$ cat src/rtl/jk_bank_if.sv
// jk_bank_if: requester handshakes and JK bank drive/feedback lines for jk_bank_scheduler
interface jk_bank_if #(
   parameter int N  = 4,
   parameter int CW = 4
);
   logic          req_a_valid, req_b_valid, req_a_ready, req_b_ready;
   logic [1:0]    req_a_op, req_b_op;
   logic [N-1:0]  req_a_mask, req_b_mask;
   logic [CW-1:0] req_a_cnt, req_b_cnt;
   logic [N-1:0]  j, k, q_in, result;
   logic          busy, grant_b, done;
   modport master (
      output req_a_valid, req_a_op, req_a_mask, req_a_cnt,
      output req_b_valid, req_b_op, req_b_mask, req_b_cnt, q_in,
      input  req_a_ready, req_b_ready, j, k, busy, grant_b, done, result
   );
   modport slave (
      input  req_a_valid, req_a_op, req_a_mask, req_a_cnt,
      input  req_b_valid, req_b_op, req_b_mask, req_b_cnt, q_in,
      output req_a_ready, req_b_ready, j, k, busy, grant_b, done, result
   );
endinterface

$ cat src/rtl/jk_bank_scheduler.sv
// jk_bank_scheduler: round-robin arbiter applying latched J/K commands to an external flip-flop bank
module jk_bank_scheduler #(
   parameter int N  = 4,
   parameter int CW = 4
) (
   input logic      clk,
   input logic      rst,
   jk_bank_if.slave bus
);
   typedef enum logic [1:0] {IDLE, APPLY, SETTLE, DONE} state_t;
   state_t        state_q, state_d;
   logic [1:0]    op_q, op_d;
   logic [N-1:0]  mask_q, mask_d, result_q, result_d;
   logic [CW-1:0] cnt_q, cnt_d, cnt_in;
   logic          grant_b_q, grant_b_d, last_b_q, last_b_d;
   logic          idle, apply, ready_a, ready_b;
   always_comb begin
      idle = !rst && state_q == IDLE;
      apply = !rst && state_q == APPLY;
      // A wins a contest unless it was the last one granted
      ready_a = idle && bus.req_a_valid && (!bus.req_b_valid || last_b_q);
      ready_b = idle && bus.req_b_valid && !ready_a;
      cnt_in = ready_b ? bus.req_b_cnt : bus.req_a_cnt;
      state_d = state_q;
      op_d = op_q;
      mask_d = mask_q;
      cnt_d = cnt_q;
      grant_b_d = grant_b_q;
      last_b_d = last_b_q;
      result_d = result_q;
      case (state_q)
         IDLE: if (ready_a || ready_b) begin
            state_d = APPLY;
            op_d = ready_b ? bus.req_b_op : bus.req_a_op;
            mask_d = ready_b ? bus.req_b_mask : bus.req_a_mask;
            cnt_d = cnt_in == '0 ? CW'(1) : cnt_in;
            grant_b_d = ready_b;
            last_b_d = ready_b;
         end
         APPLY: begin
            state_d = cnt_q <= CW'(1) ? SETTLE : APPLY;
            cnt_d = cnt_q - CW'(1);
         end
         SETTLE: begin
            state_d = DONE;
            result_d = bus.q_in;
         end
         default: state_d = IDLE;
      endcase
   end
   always_ff @(posedge clk) begin
      if (rst) begin
         state_q <= IDLE;
         op_q <= '0;
         mask_q <= '0;
         cnt_q <= '0;
         grant_b_q <= 1'b0;
         last_b_q <= 1'b1;
         result_q <= '0;
      end else begin
         state_q <= state_d;
         op_q <= op_d;
         mask_q <= mask_d;
         cnt_q <= cnt_d;
         grant_b_q <= grant_b_d;
         last_b_q <= last_b_d;
         result_q <= result_d;
      end
   end
   assign bus.req_a_ready = ready_a;
   assign bus.req_b_ready = ready_b;
   assign bus.j = apply && op_q[1] ? mask_q : '0;
   assign bus.k = apply && op_q[0] ? mask_q : '0;
   assign bus.busy = !rst && state_q != IDLE;
   assign bus.done = !rst && state_q == DONE;
   assign bus.grant_b = grant_b_q;
   assign bus.result = result_q;
endmodule

$ cat src/flat_wrapper.sv
// flat-port wrapper written by rule: the top's interface ports become plain ports
module jk_bank_scheduler_flat 
#(
   parameter int N  = 4,
   parameter int CW = 4
)
  (clk, rst, bus_req_a_valid, bus_req_a_op, bus_req_a_mask, bus_req_a_cnt, bus_req_b_valid, bus_req_b_op, bus_req_b_mask, bus_req_b_cnt, bus_q_in, bus_req_a_ready, bus_req_b_ready, bus_j, bus_k, bus_busy, bus_grant_b, bus_done, bus_result);
  jk_bank_if #(.N(N), .CW(CW)) bus_i ();
  input logic clk;
  input logic rst;
  input wire logic [$bits(bus_i.req_a_valid)-1:0] bus_req_a_valid;
  input wire logic [$bits(bus_i.req_a_op)-1:0] bus_req_a_op;
  input wire logic [$bits(bus_i.req_a_mask)-1:0] bus_req_a_mask;
  input wire logic [$bits(bus_i.req_a_cnt)-1:0] bus_req_a_cnt;
  input wire logic [$bits(bus_i.req_b_valid)-1:0] bus_req_b_valid;
  input wire logic [$bits(bus_i.req_b_op)-1:0] bus_req_b_op;
  input wire logic [$bits(bus_i.req_b_mask)-1:0] bus_req_b_mask;
  input wire logic [$bits(bus_i.req_b_cnt)-1:0] bus_req_b_cnt;
  input wire logic [$bits(bus_i.q_in)-1:0] bus_q_in;
  output wire logic [$bits(bus_i.req_a_ready)-1:0] bus_req_a_ready;
  output wire logic [$bits(bus_i.req_b_ready)-1:0] bus_req_b_ready;
  output wire logic [$bits(bus_i.j)-1:0] bus_j;
  output wire logic [$bits(bus_i.k)-1:0] bus_k;
  output wire logic [$bits(bus_i.busy)-1:0] bus_busy;
  output wire logic [$bits(bus_i.grant_b)-1:0] bus_grant_b;
  output wire logic [$bits(bus_i.done)-1:0] bus_done;
  output wire logic [$bits(bus_i.result)-1:0] bus_result;
  assign bus_i.req_a_valid = bus_req_a_valid;
  assign bus_i.req_a_op = bus_req_a_op;
  assign bus_i.req_a_mask = bus_req_a_mask;
  assign bus_i.req_a_cnt = bus_req_a_cnt;
  assign bus_i.req_b_valid = bus_req_b_valid;
  assign bus_i.req_b_op = bus_req_b_op;
  assign bus_i.req_b_mask = bus_req_b_mask;
  assign bus_i.req_b_cnt = bus_req_b_cnt;
  assign bus_i.q_in = bus_q_in;
  assign bus_req_a_ready = bus_i.req_a_ready;
  assign bus_req_b_ready = bus_i.req_b_ready;
  assign bus_j = bus_i.j;
  assign bus_k = bus_i.k;
  assign bus_busy = bus_i.busy;
  assign bus_grant_b = bus_i.grant_b;
  assign bus_done = bus_i.done;
  assign bus_result = bus_i.result;
  jk_bank_scheduler #(.N(N), .CW(CW)) u_core (.clk(clk), .rst(rst), .bus(bus_i));
endmodule
$ cat config.mk
export PLATFORM = sky130hd
export DESIGN_NAME = jk_bank_scheduler_flat
export DESIGN_NICKNAME = d
export VERILOG_FILES = /design/src/rtl/jk_bank_if.sv /design/src/rtl/jk_bank_scheduler.sv /design/src/flat_wrapper.sv
export SDC_FILE = /design/constraint.sdc
export NUM_CORES = 1
export LEC_CHECK = 0
export CORE_MARGIN = 1.5
export CORE_UTILIZATION = 25
export CTS_BUF_LIST = sky130_fd_sc_hd__clkbuf_8 sky130_fd_sc_hd__clkbuf_16
export DETAILED_ROUTE_END_ITERATION = 10
export GPL_TIMING_DRIVEN = 0
export HOLD_SLACK_MARGIN = 0.1
export MAX_ROUTING_LAYER = met4
export PLACE_DENSITY_LB_ADDON = 0.08
export SYNTH_ARGS = -nofsm -noshare
export SYNTH_HDL_FRONTEND = slang
export SYNTH_SLANG_ARGS = --single-unit
export TNS_END_PERCENT = 100
$ cat constraint.sdc
create_clock -name clk -period 3.4 [get_ports clk]
set_input_delay 0.68 -clock clk [delete_from_list [all_inputs] [get_ports clk]]
set_output_delay 0.68 -clock clk [all_outputs]
set_load 0.05 [all_outputs]
==> results by group <==
Status
  – Status: finished, final reports clean

Route
  – Post-DRT Antenna Nets: 0
  – Initial DRT Pass Iterations: 4
  – Final WL: just over 3 mm
  – Initial DRC count: 34
  – DRC Markers: 0
  – WL/cell: 13.5 microns
  – Vias: 1084
  – Vias per Instance: between 4 and 5

Power and ir drop
  – Seq pwr share: 0.328
  – Clock network power share: 0.198
  – Worst IR Drop VDD: 0.172 mV
  – Internal Power: about 0.55 mW
  – Switch share: 0.392
  – Lkg Pwr: 0.786 nW
  – PwrDens: 554 nW/um^2
  – NetSw: 0.356 mW
  – Combinational power share: 0.475

Clock network
  – Clk slew on worst S/H paths: about 0.07 ns
  – Post-CTS Hold Fix Bufs: 0
  – CTS tree: done
  – Clock Tree Buf Depth: 2
  – Clk root buf: clkbuf_8
  – Clock Latency Late Sink: between 0.2 and 0.3 ns
  – Sink Count: 18
  – Htree depth: 1
  – CTS buffer count: 3

STA
  – Tmin final: 3.31 ns
  – Final critical-path share of the clock period: 0.973
  – Fmax: roughly 0.30 GHz
  – Max-slew headroom: 0.640
  – Final WS setup: slightly above 0.09 ns
  – Final setup violation count: 0
  – Worst Clk Skew: approximately 0.0022 ns
  – Hold Worst Slack: between 0.4 and 0.5 ns
  – Slew at the pin closest to its max-slew limit: around 0.54 ns
  – Max Slew Vio Count: 0
  – Final hold vios: 0
  – RSZ-0062 raised after global routing: no

Die
  – Die X: just under 70 microns
  – Die ar.: around 4600 sq um
  – Number of top-level pins: 45
  – Cell row count: 23
  – Die height: a little under 70 microns
  – Starting Density: 0.262
  – Core Region: ~4000 sq um

Critical path
  – Worst Setup Start Kind: input pin
  – Max FO, Critical Path: 7
  – Worst reg-to-reg path cell count: 7
  – Worst Setup Path Type: input pin to primary output
  – Data arrival time of the critical path: approximately 2.6 ns
  – Critical Path End Type: primary output
  – Critical Path RT: roughly 2.7 ns

Layout
  – Area Overhead vs Synth: 55.3%
  – Final std cells w/o fill: roughly 220
  – Share of layout cells above drive strength 1: 0.0920
  – Post-route cell area: 1640 sq um
  – Util after Layout: 0.407
  – N_diodes: 0
  – Fill count: between 400 and 500
  – Final #Nets: roughly 210

Synthesis
  – Synth area leader: dfxtp_1
  – Share of flip-flops with an asynchronous set or reset: 0
  – Area share of the largest cell type after synthesis: 0.342
  – Synth Flop Type: dfxtp_1
  – Cell count after synthesis: around 130
  – Syn_nets: around 160
  – Post-Syn Area per Cell: roughly 8.4 sq um
  – Most common cell in the netlist: dfxtp_1
  – FF+latch count, synth: 18
  – Top post-synthesis cells by area: dfxtp_1, nor2_1, and2_1, mux2i_1, nand3_1
  – Top cells by count, synth: dfxtp_1, nor2_1, nand2_1, nand3_1, and2_1
  – Post-synthesis cell type count: 39
  – Syn Std Cell Area: ~1100 sq um
  – EDFF count, synth: 0
  – Seq/Total Area, Yosys: 0.342
  – Synth warnings: 0

Placement
  – Cells after DPL: 220
  – Gp weighted congestion: 0.805
  – Detailed placement HPWL: roughly 2.4 mm
  – DP Worst Slack: -0.195 ns
  – Post-DP Area: ~1600 sq um
  – I/O Buffers: between 40 and 50

GRT
  – Vias in the first global route: 1080
  – Total track usage: 0.148
  – Initial antenna violation count: 0
  – Total gr overflow: 0
  – Pin count of the biggest net entering global routing: 11
  – First-pass GRT wire length: 5.02 mm

Run
  – Max-cap violations: 0

Worst hold path
  – Min-delay worst type: register to register
  – WHS Path Cells: 2
==> final timing paths <==
kind                                    startpoint            endpoint  slack, ns
worst max-delay path                           rst     bus_req_a_ready       0.09
worst min-delay path            u_core.bus.grant_b  u_core.bus.grant_b       0.48
worst max register to register   u_core.state_q[0]    u_core.mask_q[2]       1.80
worst min register to register  u_core.bus.grant_b  u_core.bus.grant_b       0.48
==> per-stage QoR <==
stage | setup TNS (ns) | total power [mW]
finish | 0 | 0.908
detailed placement | -1.51 | 0.738
global route | 0 | 0.976
floorplan | 0 | 0.607
global placement | -1.71 | 0.731
CTS | 0 | 0.918
==> layout by cell type, fill, tap and decap left out, drive strengths merged <==
master and n:
clkdlybuf4s50 35, dfxtp 18, nor2 17, nand2 9, nand3 9, dlymetal6s2s 9, and2 8, clkbuf 7
a311oi 6, inv 5, a21oi 5, mux2i 5, o21ai 5, nor3 4, buf 4, and3 3
nor2b 2, nand2b 2, a31oi 2, a21o 2, ha 2, a21boi 1, or3 1, nor3b 1
o31ai 1, a221oi 1, nand3b 1, a21bo 1, a32o 1, a211oi 1, nor4 1, o311a 1
o211a 1, a221o 1, or2 1, o32a 1
==> state kept, by name, indices dropped and copies added (netlist names) <==
signal	count
u_core.mask_q	4
u_core.bus.result	4
u_core.cnt_q	4
u_core.bus.grant_b	1
u_core.state_q	2
u_core.last_b_q	1
u_core.op_q	2
==> critical path: stages <==
cell and delay (ns):
clkdlybuf4s50_1 0.44, or3_1 0.33, buf_6 0.15, nor3b_1 0.19, clkdlybuf4s50_1 0.83
==> layout make-up <==
| class | instances | area [sq um] | area share |
|---|---|---|---|
| Buffer | 7 | 56.3 | 0.0344 |
| Tap cell | 50 | 62.6 | 0.0382 |
| Clock buffer | 4 | 55.1 | 0.0336 |
| Timing Repair Buffer | 44 | 463 | 0.283 |
| Multi-Input combinational cell | 96 | 622 | 0.380 |
| Inverter | 5 | 18.8 | 0.0115 |
| Sequential cell | 18 | 360 | 0.220 |
==> what timing repair did <==
item,4_1_cts,5_1_grt
buffers inserted,0,0
resized for setup,2,9
endpoints found under the setup margin,9,9
==> kinds of logic (layout without fill, tap and decap cells) <==
| kind of cell | count (synthesis) | count (layout) | synth area share |
|---|---|---|---|
| fa+ha+maj | 2 | 2 | 0.0237 |
| mux | 5 | 5 | 0.0475 |
| flops | 18 | 18 | 0.342 |
| buf+inv | 12 | 60 | 0.0688 |
| compound gates | 30 | 30 | 0.228 |
| simple gates | 59 | 59 | 0.291 |
==> power groups by stage <==
stage | clock [mW] | combinational, mW | sequential [mW]
3_3_place_gp | 0 | 0.431 | 0.301
6_report | 0.179 | 0.431 | 0.297
5_1_grt | 0.192 | 0.478 | 0.306
2_1_floorplan | 0 | 0.290 | 0.317
4_1_cts | 0.184 | 0.437 | 0.298
3_5_place_dp | 0 | 0.435 | 0.303
==> routing by layer <==
metal / part of all wire / routed length [microns] / vias up / GRT usage
met4: 0.0093 / 28 / 0 / 0.0375
met5: 0 / 0 / - / -
met2: 0.48 / 1440 / 28 / 0.238
met1: 0.47 / 1420 / 500 / 0.196
li1: - / - / 552 / -
met3: 0.042 / 126 / 4 / 0.0197
Power figures use the tool's default switching activity.
